==> src/rtl/cskip_pkg.sv <==
// -----------------------------------------------------------------------------
// cskip_pkg
// Shared definitions for the pipelined carry-skip adder/subtractor.
//   DEFAULT_WIDTH / DEFAULT_BLOCK : default operand width and skip-group size
//   nblk()                        : number of skip groups for a width/group size
//   stage_cv_t                    : per-stage valid flag plus the carry leaving
//                                   the last group computed in that stage
// -----------------------------------------------------------------------------
package cskip_pkg;

    localparam int DEFAULT_WIDTH = 32;
    localparam int DEFAULT_BLOCK = 4;

    function automatic int nblk(input int width, input int block);
        return (block > 0) ? width / block : 0;
    endfunction

    typedef struct packed {
        logic valid;
        logic carry;
    } stage_cv_t;

endpackage

==> src/rtl/cskip_adder_pipe_if.sv <==
// -----------------------------------------------------------------------------
// cskip_adder_pipe_if
// Operand/result handshake bundle of the pipelined carry-skip adder.
//   in_valid/in_ready   : operand transfer (a, b, cin, sub)
//   out_valid/out_ready : result transfer (sum, cout[, ovf])
//   master modport : producer/consumer side (testbench, upstream datapath)
//   slave modport  : adder side
// Optional macro CSKIP_OVF_EN adds the signed-overflow result bit ovf.
// -----------------------------------------------------------------------------
interface cskip_adder_pipe_if
    import cskip_pkg::*;
#(
    parameter int WIDTH = DEFAULT_WIDTH
);
    logic             in_valid;
    logic             in_ready;
    logic [WIDTH-1:0] a;
    logic [WIDTH-1:0] b;
    logic             cin;
    logic             sub;
    logic             out_valid;
    logic             out_ready;
    logic [WIDTH-1:0] sum;
    logic             cout;
`ifdef CSKIP_OVF_EN
    logic             ovf;
`endif

    modport master (
        output in_valid, a, b, cin, sub, out_ready,
        input  in_ready, out_valid, sum, cout
`ifdef CSKIP_OVF_EN
        , input ovf
`endif
    );

    modport slave (
        input  in_valid, a, b, cin, sub, out_ready,
        output in_ready, out_valid, sum, cout
`ifdef CSKIP_OVF_EN
        , output ovf
`endif
    );

endinterface

==> src/rtl/cskip_group.sv <==
// -----------------------------------------------------------------------------
// cskip_group
// One carry-skip group of BLOCK bits: ripple sum over propagate/generate with a
// bypass mux that forwards the group carry-in when every bit propagates.
//   p, g : per-bit propagate / generate
//   ci   : group carry-in
//   s    : group sum bits
//   co   : group carry-out
// -----------------------------------------------------------------------------
module cskip_group #(
    parameter int BLOCK = 4
) (
    input  logic [BLOCK-1:0] p,
    input  logic [BLOCK-1:0] g,
    input  logic             ci,
    output logic [BLOCK-1:0] s,
    output logic             co
);

    logic rip_c;

    always_comb begin
        logic c;
        c = ci;
        s = '0;
        for (int i = 0; i < BLOCK; i++) begin
            s[i] = p[i] ^ c;
            c    = g[i] | (p[i] & c);
        end
        rip_c = c;
    end

    // Bypass: when the whole group propagates, the carry-out is the carry-in,
    // so the long path through the ripple is not on the critical chain.
    assign co = (&p) ? ci : rip_c;

endmodule

==> src/rtl/cskip_adder_pipe.sv <==
// -----------------------------------------------------------------------------
// cskip_adder_pipe
// Parametrised pipelined carry-skip adder/subtractor with valid/ready handshake
// and whole-pipeline stall.
//   clk  : clock, rising edge
//   rst  : asynchronous active-high reset
//   bus  : cskip_adder_pipe_if.slave (in_valid/in_ready/a/b/cin/sub,
//          out_valid/out_ready/sum/cout[/ovf])
// Parameters: WIDTH (multiple of BLOCK), BLOCK (skip group size),
//             STAGES (1..NBLK, must divide NBLK = WIDTH/BLOCK).
// Optional macro CSKIP_OVF_EN: adds the registered signed-overflow output ovf.
//
// Stage s computes groups s*GPS .. s*GPS+GPS-1. Operand propagate/generate bits
// not yet consumed travel down a shrinking skew register; finished sum bits
// accumulate in a growing de-skew register so the whole sum leaves together.
// -----------------------------------------------------------------------------
module cskip_adder_pipe
    import cskip_pkg::*;
#(
    parameter int WIDTH  = DEFAULT_WIDTH,
    parameter int BLOCK  = DEFAULT_BLOCK,
    parameter int STAGES = 2
) (
    input logic               clk,
    input logic               rst,
    cskip_adder_pipe_if.slave bus
);

    localparam int NBLK  = nblk(WIDTH, BLOCK);
    localparam int GPS   = (STAGES > 0) ? NBLK / STAGES : NBLK;
    localparam int SBITS = GPS * BLOCK;

    generate
        if (BLOCK < 1 || WIDTH < BLOCK || (WIDTH % BLOCK) != 0) begin : g_bad_width
            $error("cskip_adder_pipe: WIDTH=%0d must be a positive multiple of BLOCK=%0d", WIDTH, BLOCK);
        end
        if (STAGES < 1 || STAGES > NBLK || (NBLK % STAGES) != 0) begin : g_bad_stages
            $error("cskip_adder_pipe: STAGES=%0d must be 1..%0d and divide %0d groups", STAGES, NBLK, NBLK);
        end
    endgenerate

    logic             en;
    logic [WIDTH-1:0] b_eff;
    logic [WIDTH-1:0] p_in;
    logic [WIDTH-1:0] g_in;
    logic [WIDTH-1:0] grp_sum;
    logic             c_in;

    // Every stage moves together; bubbles advance too, so a full pipeline
    // only waits on the output register.
    assign en           = !bus.out_valid || bus.out_ready;
    assign bus.in_ready = en;

    assign b_eff = bus.b ^ {WIDTH{bus.sub}};
    assign p_in  = bus.a ^ b_eff;
    assign g_in  = bus.a & b_eff;
    assign c_in  = bus.sub ? 1'b1 : bus.cin;

    genvar gi;

    // ---------------------------------------------------------------- groups
    for (gi = 0; gi < NBLK; gi++) begin : g_grp
        localparam int ST  = gi / GPS;
        // Bit offset of this group inside the skew register feeding stage ST.
        localparam int OFF = gi * BLOCK - ST * SBITS;

        logic [BLOCK-1:0] p;
        logic [BLOCK-1:0] g;
        logic [BLOCK-1:0] s;
        logic             ci;
        logic             co;

        if (ST == 0) begin : g_src_in
            assign p = p_in[gi*BLOCK +: BLOCK];
            assign g = g_in[gi*BLOCK +: BLOCK];
        end else begin : g_src_skew
            assign p = g_stg[ST-1].g_skew.p_reg[OFF +: BLOCK];
            assign g = g_stg[ST-1].g_skew.g_reg[OFF +: BLOCK];
        end

        if ((gi % GPS) == 0) begin : g_head
            if (ST == 0) begin : g_c_in
                assign ci = c_in;
            end else begin : g_c_reg
                assign ci = g_stg[ST-1].cv_reg.carry;
            end
        end else begin : g_tail
            assign ci = g_grp[gi-1].co;
        end

        cskip_group #(.BLOCK(BLOCK)) u_group (
            .p  (p),
            .g  (g),
            .ci (ci),
            .s  (s),
            .co (co)
        );

        assign grp_sum[gi*BLOCK +: BLOCK] = s;
    end

    // ---------------------------------------------------------------- stages
    for (gi = 0; gi < STAGES; gi++) begin : g_stg
        localparam int DONE = (gi + 1) * SBITS;    // sum bits finished here
        localparam int LAST = gi * GPS + GPS - 1;  // last group of this stage

        logic            v_in;
        logic [DONE-1:0] sum_next;
        logic [DONE-1:0] sum_reg;
        stage_cv_t       cv_next;
        stage_cv_t       cv_reg;

        if (gi == 0) begin : g_first
            assign v_in     = bus.in_valid;
            assign sum_next = grp_sum[DONE-1:0];
        end else begin : g_later
            assign v_in     = g_stg[gi-1].cv_reg.valid;
            assign sum_next = {grp_sum[DONE-1 -: SBITS], g_stg[gi-1].sum_reg};
        end

        assign cv_next = '{valid: v_in, carry: g_grp[LAST].co};

        always_ff @(posedge clk or posedge rst) begin
            if (rst) begin
                cv_reg  <= '0;
                sum_reg <= '0;
            end else if (en) begin
                cv_reg  <= cv_next;
                sum_reg <= sum_next;
            end
        end

        // Operand bits still waiting for later stages.
        if (gi < STAGES - 1) begin : g_skew
            localparam int REM = WIDTH - DONE;

            logic [REM-1:0] p_next;
            logic [REM-1:0] g_next;
            logic [REM-1:0] p_reg;
            logic [REM-1:0] g_reg;

            if (gi == 0) begin : g_from_in
                assign p_next = p_in[WIDTH-1:DONE];
                assign g_next = g_in[WIDTH-1:DONE];
            end else begin : g_from_skew
                assign p_next = g_stg[gi-1].g_skew.p_reg[REM+SBITS-1:SBITS];
                assign g_next = g_stg[gi-1].g_skew.g_reg[REM+SBITS-1:SBITS];
            end

            always_ff @(posedge clk or posedge rst) begin
                if (rst) begin
                    p_reg <= '0;
                    g_reg <= '0;
                end else if (en) begin
                    p_reg <= p_next;
                    g_reg <= g_next;
                end
            end
        end
    end

`ifdef CSKIP_OVF_EN
    logic ovf_next;
    logic ovf_reg;

    // Carry into the MSB is recovered as s^p of that bit; xor with the carry
    // out of the MSB gives two's-complement overflow.
    assign ovf_next = g_grp[NBLK-1].s[BLOCK-1] ^ g_grp[NBLK-1].p[BLOCK-1]
                    ^ g_grp[NBLK-1].co;

    always_ff @(posedge clk or posedge rst) begin
        if (rst) begin
            ovf_reg <= 1'b0;
        end else if (en) begin
            ovf_reg <= ovf_next;
        end
    end

    assign bus.ovf = ovf_reg;
`endif

    assign bus.out_valid = g_stg[STAGES-1].cv_reg.valid;
    assign bus.cout      = g_stg[STAGES-1].cv_reg.carry;
    assign bus.sum       = g_stg[STAGES-1].sum_reg;

endmodule
==> src/flat_wrapper.sv <==
// flat-port wrapper written by rule: the top's interface ports become plain ports
module cskip_adder_pipe_flat import cskip_pkg::*;
#(
    parameter int WIDTH  = DEFAULT_WIDTH,
    parameter int BLOCK  = DEFAULT_BLOCK,
    parameter int STAGES = 2
)
  (clk, rst, bus_in_valid, bus_a, bus_b, bus_cin, bus_sub, bus_out_ready, bus_in_ready, bus_out_valid, bus_sum, bus_cout);
  cskip_adder_pipe_if #(.WIDTH(WIDTH)) bus_i ();
  input logic clk;
  input logic rst;
  input wire logic [$bits(bus_i.in_valid)-1:0] bus_in_valid;
  input wire logic [$bits(bus_i.a)-1:0] bus_a;
  input wire logic [$bits(bus_i.b)-1:0] bus_b;
  input wire logic [$bits(bus_i.cin)-1:0] bus_cin;
  input wire logic [$bits(bus_i.sub)-1:0] bus_sub;
  input wire logic [$bits(bus_i.out_ready)-1:0] bus_out_ready;
  output wire logic [$bits(bus_i.in_ready)-1:0] bus_in_ready;
  output wire logic [$bits(bus_i.out_valid)-1:0] bus_out_valid;
  output wire logic [$bits(bus_i.sum)-1:0] bus_sum;
  output wire logic [$bits(bus_i.cout)-1:0] bus_cout;
  assign bus_i.in_valid = bus_in_valid;
  assign bus_i.a = bus_a;
  assign bus_i.b = bus_b;
  assign bus_i.cin = bus_cin;
  assign bus_i.sub = bus_sub;
  assign bus_i.out_ready = bus_out_ready;
  assign bus_in_ready = bus_i.in_ready;
  assign bus_out_valid = bus_i.out_valid;
  assign bus_sum = bus_i.sum;
  assign bus_cout = bus_i.cout;
  cskip_adder_pipe #(.WIDTH(WIDTH), .BLOCK(BLOCK), .STAGES(STAGES)) u_core (.clk(clk), .rst(rst), .bus(bus_i));
endmodule
==> config.mk <==
export PLATFORM = sky130hd
export DESIGN_NAME = cskip_adder_pipe_flat
export DESIGN_NICKNAME = d
export VERILOG_FILES = /design/src/rtl/cskip_pkg.sv /design/src/rtl/cskip_adder_pipe_if.sv /design/src/rtl/cskip_group.sv /design/src/rtl/cskip_adder_pipe.sv /design/src/flat_wrapper.sv
export SDC_FILE = /design/constraint.sdc
export NUM_CORES = 1
export LEC_CHECK = 0
export BUFFER_PORTS_ARGS = -buffer_cell sky130_fd_sc_hd__buf_2
export CORE_MARGIN = 10
export CORE_UTILIZATION = 51
export CTS_BUF_LIST = sky130_fd_sc_hd__clkbuf_8
export DETAILED_ROUTE_END_ITERATION = 8
export PLACE_DENSITY = 0.9
export SETUP_SLACK_MARGIN = 0.5
export SLEW_MARGIN = 30
export SYNTH_ARGS = -nofsm -noshare
export SYNTH_HDL_FRONTEND = slang
export SYNTH_SLANG_ARGS = --single-unit
==> constraint.sdc <==
create_clock -name clk -period 7.8 [get_ports clk]
set_input_delay 0.39 -clock clk [delete_from_list [all_inputs] [get_ports clk]]
set_output_delay 0.39 -clock clk [all_outputs]
set_load 0.01 [all_outputs]
==> parameters.txt <==
Parameter                              Value

Run status
  Run status    finished, final reports clean

Finish
  Growth of design area from synthesis to finish    22.7%
  Number of nets in the final layout    750
  Layout cell share with drive strength beyond 1    30.0%
  Area taken by multi-input logic gates    0.00257 mm^2
  Flip-flop and latch area    0.00210 mm^2
  Max reg flops    32
  Number of antenna diodes    0
  Number of fillers in the final layout    714

Global route
  Number of global-route vias before repair    3915
  Pin count of the biggest net entering global routing    85
  Overall routing resource usage    16.2%
  GRT overflow    0
  Wire length of the first global-routing pass    17.7 mm
  Antenna violations before repair    0

Power and ir drop
  Reported leakage power    3.13 nW
  Total power draw    0.00143 W
  Power density of the placed cells    248 mW/mm^2
  Peak supply drop    0.000119 V

Setup path
  CP max stage cell    sky130_fd_sc_hd__dfrtp_1
  Buf/Inv on CP    0
  Top delay family on crit path    simple AND/OR/NAND/NOR gates
  Worst endpoint data arrival time    7360 ps
  Critical Path End Type    flip-flop
  Required time of the critical path    8020 ps
  Maximum net fanout on the critical path    2
  Worst stage delay on the critical path    390 ps
  Crit Path Class    flip-flop to flip-flop
  Critical Path Start Type    flip-flop

Routing
  Per-cell via count in the routed design    4.95
  DRT iter0 DRCs    165
  Post-detailed-route DRC marker count    0
  Total length of routed wires    10.8 mm
  Via count    3601
  Count of TritonRoute iterations in the first routing pass    4
  Wirelength per Cell    14.8 um
  Antenna violation net count after detailed routing    0

Clocking
  Root Buffer    sky130_fd_sc_hd__clkbuf_8
  Clock slew at reported path FFs    80 ps
  Maximum clock insertion buffer count    2
  Later-pin clock latency in the skew report    340 ps
  Clock tree from TritonCTS    yes
  Number of buffers created by CTS    9
  Clock tree sinks    84
  Maximum level of the CTS H-tree    3

STA
  Final count of hold timing violations    0
  Slew at the pin closest to its max-slew limit    739 ps
  Max-slew headroom at the worst pin    50.8%
  Tmin final    7140 ps
  Setup Skew    13.7 ps
  Setup repair after global routing missed its margin    no
  Setup-failing EPs final    0
  Final worst-path cycle share    91.5%
  Maximum achievable frequency    0.140 GHz
  Final slew viol count    0
  Final total negative setup slack    0 ps

Die
  Overall die area    0.0135 mm^2
  Die outline height    116 um
  Initial cell density of the core    53.2%
  Number of placement rows    34
  Die width    116 um
  Core area    0.00885 mm^2
  IO Pins    105

Synthesis
  Instance count of the mapped netlist    511
  Mean area per synthesized cell    9.20 um^2
  Post-synth EDFFs    0
  Most used standard cells in the synthesized netlist    sky130_fd_sc_hd__nand2_1, sky130_fd_sc_hd__dfrtp_1, sky130_fd_sc_hd__ha_1, sky130_fd_sc_hd__inv_1, sky130_fd_sc_hd__xor2_1
  Distinct cell type count of the synthesized netlist    29
  Sequential fraction of the synthesis area    44.7%
  Flop and latch count out of synthesis    84
  Share of async-settable or async-resettable flops after synthesis    100%
  Cell accounting for the most synthesized area    sky130_fd_sc_hd__dfrtp_1
  Leading cell type by number of instances after synthesis    sky130_fd_sc_hd__nand2_1
  Post-synthesis cell area    0.00470 mm^2
  Flip-flop cell with the highest count after synthesis    sky130_fd_sc_hd__dfrtp_1
  Area share of the leading cell type in the synthesized netlist    44.7%
  Post-synthesis net count    645
  Area contributors post-synth    sky130_fd_sc_hd__dfrtp_1, sky130_fd_sc_hd__nand2_1, sky130_fd_sc_hd__ha_1
  Yosys warning total    0

Place
  Gpl congestion    0.784
  Port bufs    104
  Detailed Place HPWL    8.03 mm

Run
  Number of max-capacitance violations reported    0

Min path
  Type of the most critical hold path    primary input to asynchronous set/reset pin
==> cell usage in the layout, fill, tap and decap left out, drive strengths merged <==
master	instances
ha	48
or2	13
nand2b	1
a21oi	16
o21a	1
nand4	8
nor2b	1
o221ai	1
xor2	32
fa	16
nor2	22
clkinv	2
mux2i	2
nand2	202
inv	35
bufinv	2
a31oi	1
dfrtp	84
a21boi	1
buf	116
o21ai	3
nor3	1
clkinvlp	2
clkbuf	9
o31a	1
==> worst reg2reg max path, delay by kind of cell (launching register included) <==
kind / cells / cell delay (ps)
AND/OR/NAND/NOR: 19 / 3460
adder cells (fa/ha/maj): 16 / 2680
AO/OA/AOI/OAI: 4 / 410
flip-flops: 1 / 390
multiplexers: 1 / 80
==> final timing paths <==
check | start | end | slack (ps) | cells past startpoint
worst min-delay path | rst | u_core.g_stg[0].g_skew.g_reg[10]$_DFFE_PP0P_ | 250 | 3
worst max register to register | u_core.g_grp[4].ci$_DFFE_PP0P_ | u_core.bus.cout$_DFFE_PP0P_ | 660 | 40
worst min register to register | u_core.bus.sum[13]$_DFFE_PP0P_ | u_core.bus.sum[13]$_DFFE_PP0P_ | 460 | 2
min in group clk | bus_in_valid | u_core.g_stg[1].v_in$_DFFE_PP0P_ | 270 | 3
worst max-delay path | u_core.g_grp[4].ci$_DFFE_PP0P_ | u_core.bus.cout$_DFFE_PP0P_ | 660 | 40
max in group asynchronous | rst | u_core.g_stg[0].g_skew.p_reg[0]$_DFFE_PP0P_ | 7060 | 3
==> final cells by class <==
cell class / count / area share [%]
repair buffers: 116 / 10.7
multi-input cells: 370 / 44.6
clock inverters: 6 / 1.43
inverters: 35 / 2.32
flip-flops and latches: 84 / 36.4
clock buffers: 9 / 2.15
well taps: 108 / 2.34
==> logic make-up (layout without fill, tap and decap cells) <==
| logic type | count (synthesis) | in the layout | share of synthesized area [%] |
|---|---|---|---|
| simple gates | 248 | 248 | 21.1 |
| flops | 84 | 84 | 44.7 |
| fa+ha+maj | 64 | 64 | 19.6 |
| buf+inv | 57 | 166 | 5.11 |
| xor+xnor | 32 | 32 | 5.96 |
| compound gates | 24 | 24 | 3.06 |
| mux | 2 | 2 | 0.505 |
==> per-layer routing <==
| layer | routed length [um] | track usage, % |
|---|---|---|
| met1 | 4410 | 18.4 |
| met3 | 713 | 4.39 |
| met4 | 118 | 3.84 |
| met5 | 0 | 0 |
| met2 | 5560 | 29.3 |
==> power by group <==
part,switching [W],internal (W),leakage [nW]
Combinational,0.000264,0.000212,2.02
Sequential,0.0000763,0.000555,1.01
Clock,0.000148,0.000176,0.104
==> repair_timing <==
item / CTS / global route
resized for setup: 18 / 10
pin swaps: 9 / 5
hold buffers: 0 / 0
setup buffers: 3 / 4
endpoints found under the setup margin: 3 / 4
==> per-stage QoR <==
stage / instance area, um^2 / hold slack [ps] / utilization (%) / instances / setup WS [ps]
final: 5770 / 248 / 65.2 / 728 / 662
after global routing: 5770 / 289 / 65.2 / 728 / 446
after CTS: 5690 / 252 / 64.3 / 724 / 508
after detailed placement: 5380 / 452 / 60.8 / 706 / -59.3
after global placement: 5380 / 445 / 60.8 / 706 / 281
after floorplan: 4790 / 430 / - / 511 / 452
(Power assumes the default switching activity.)
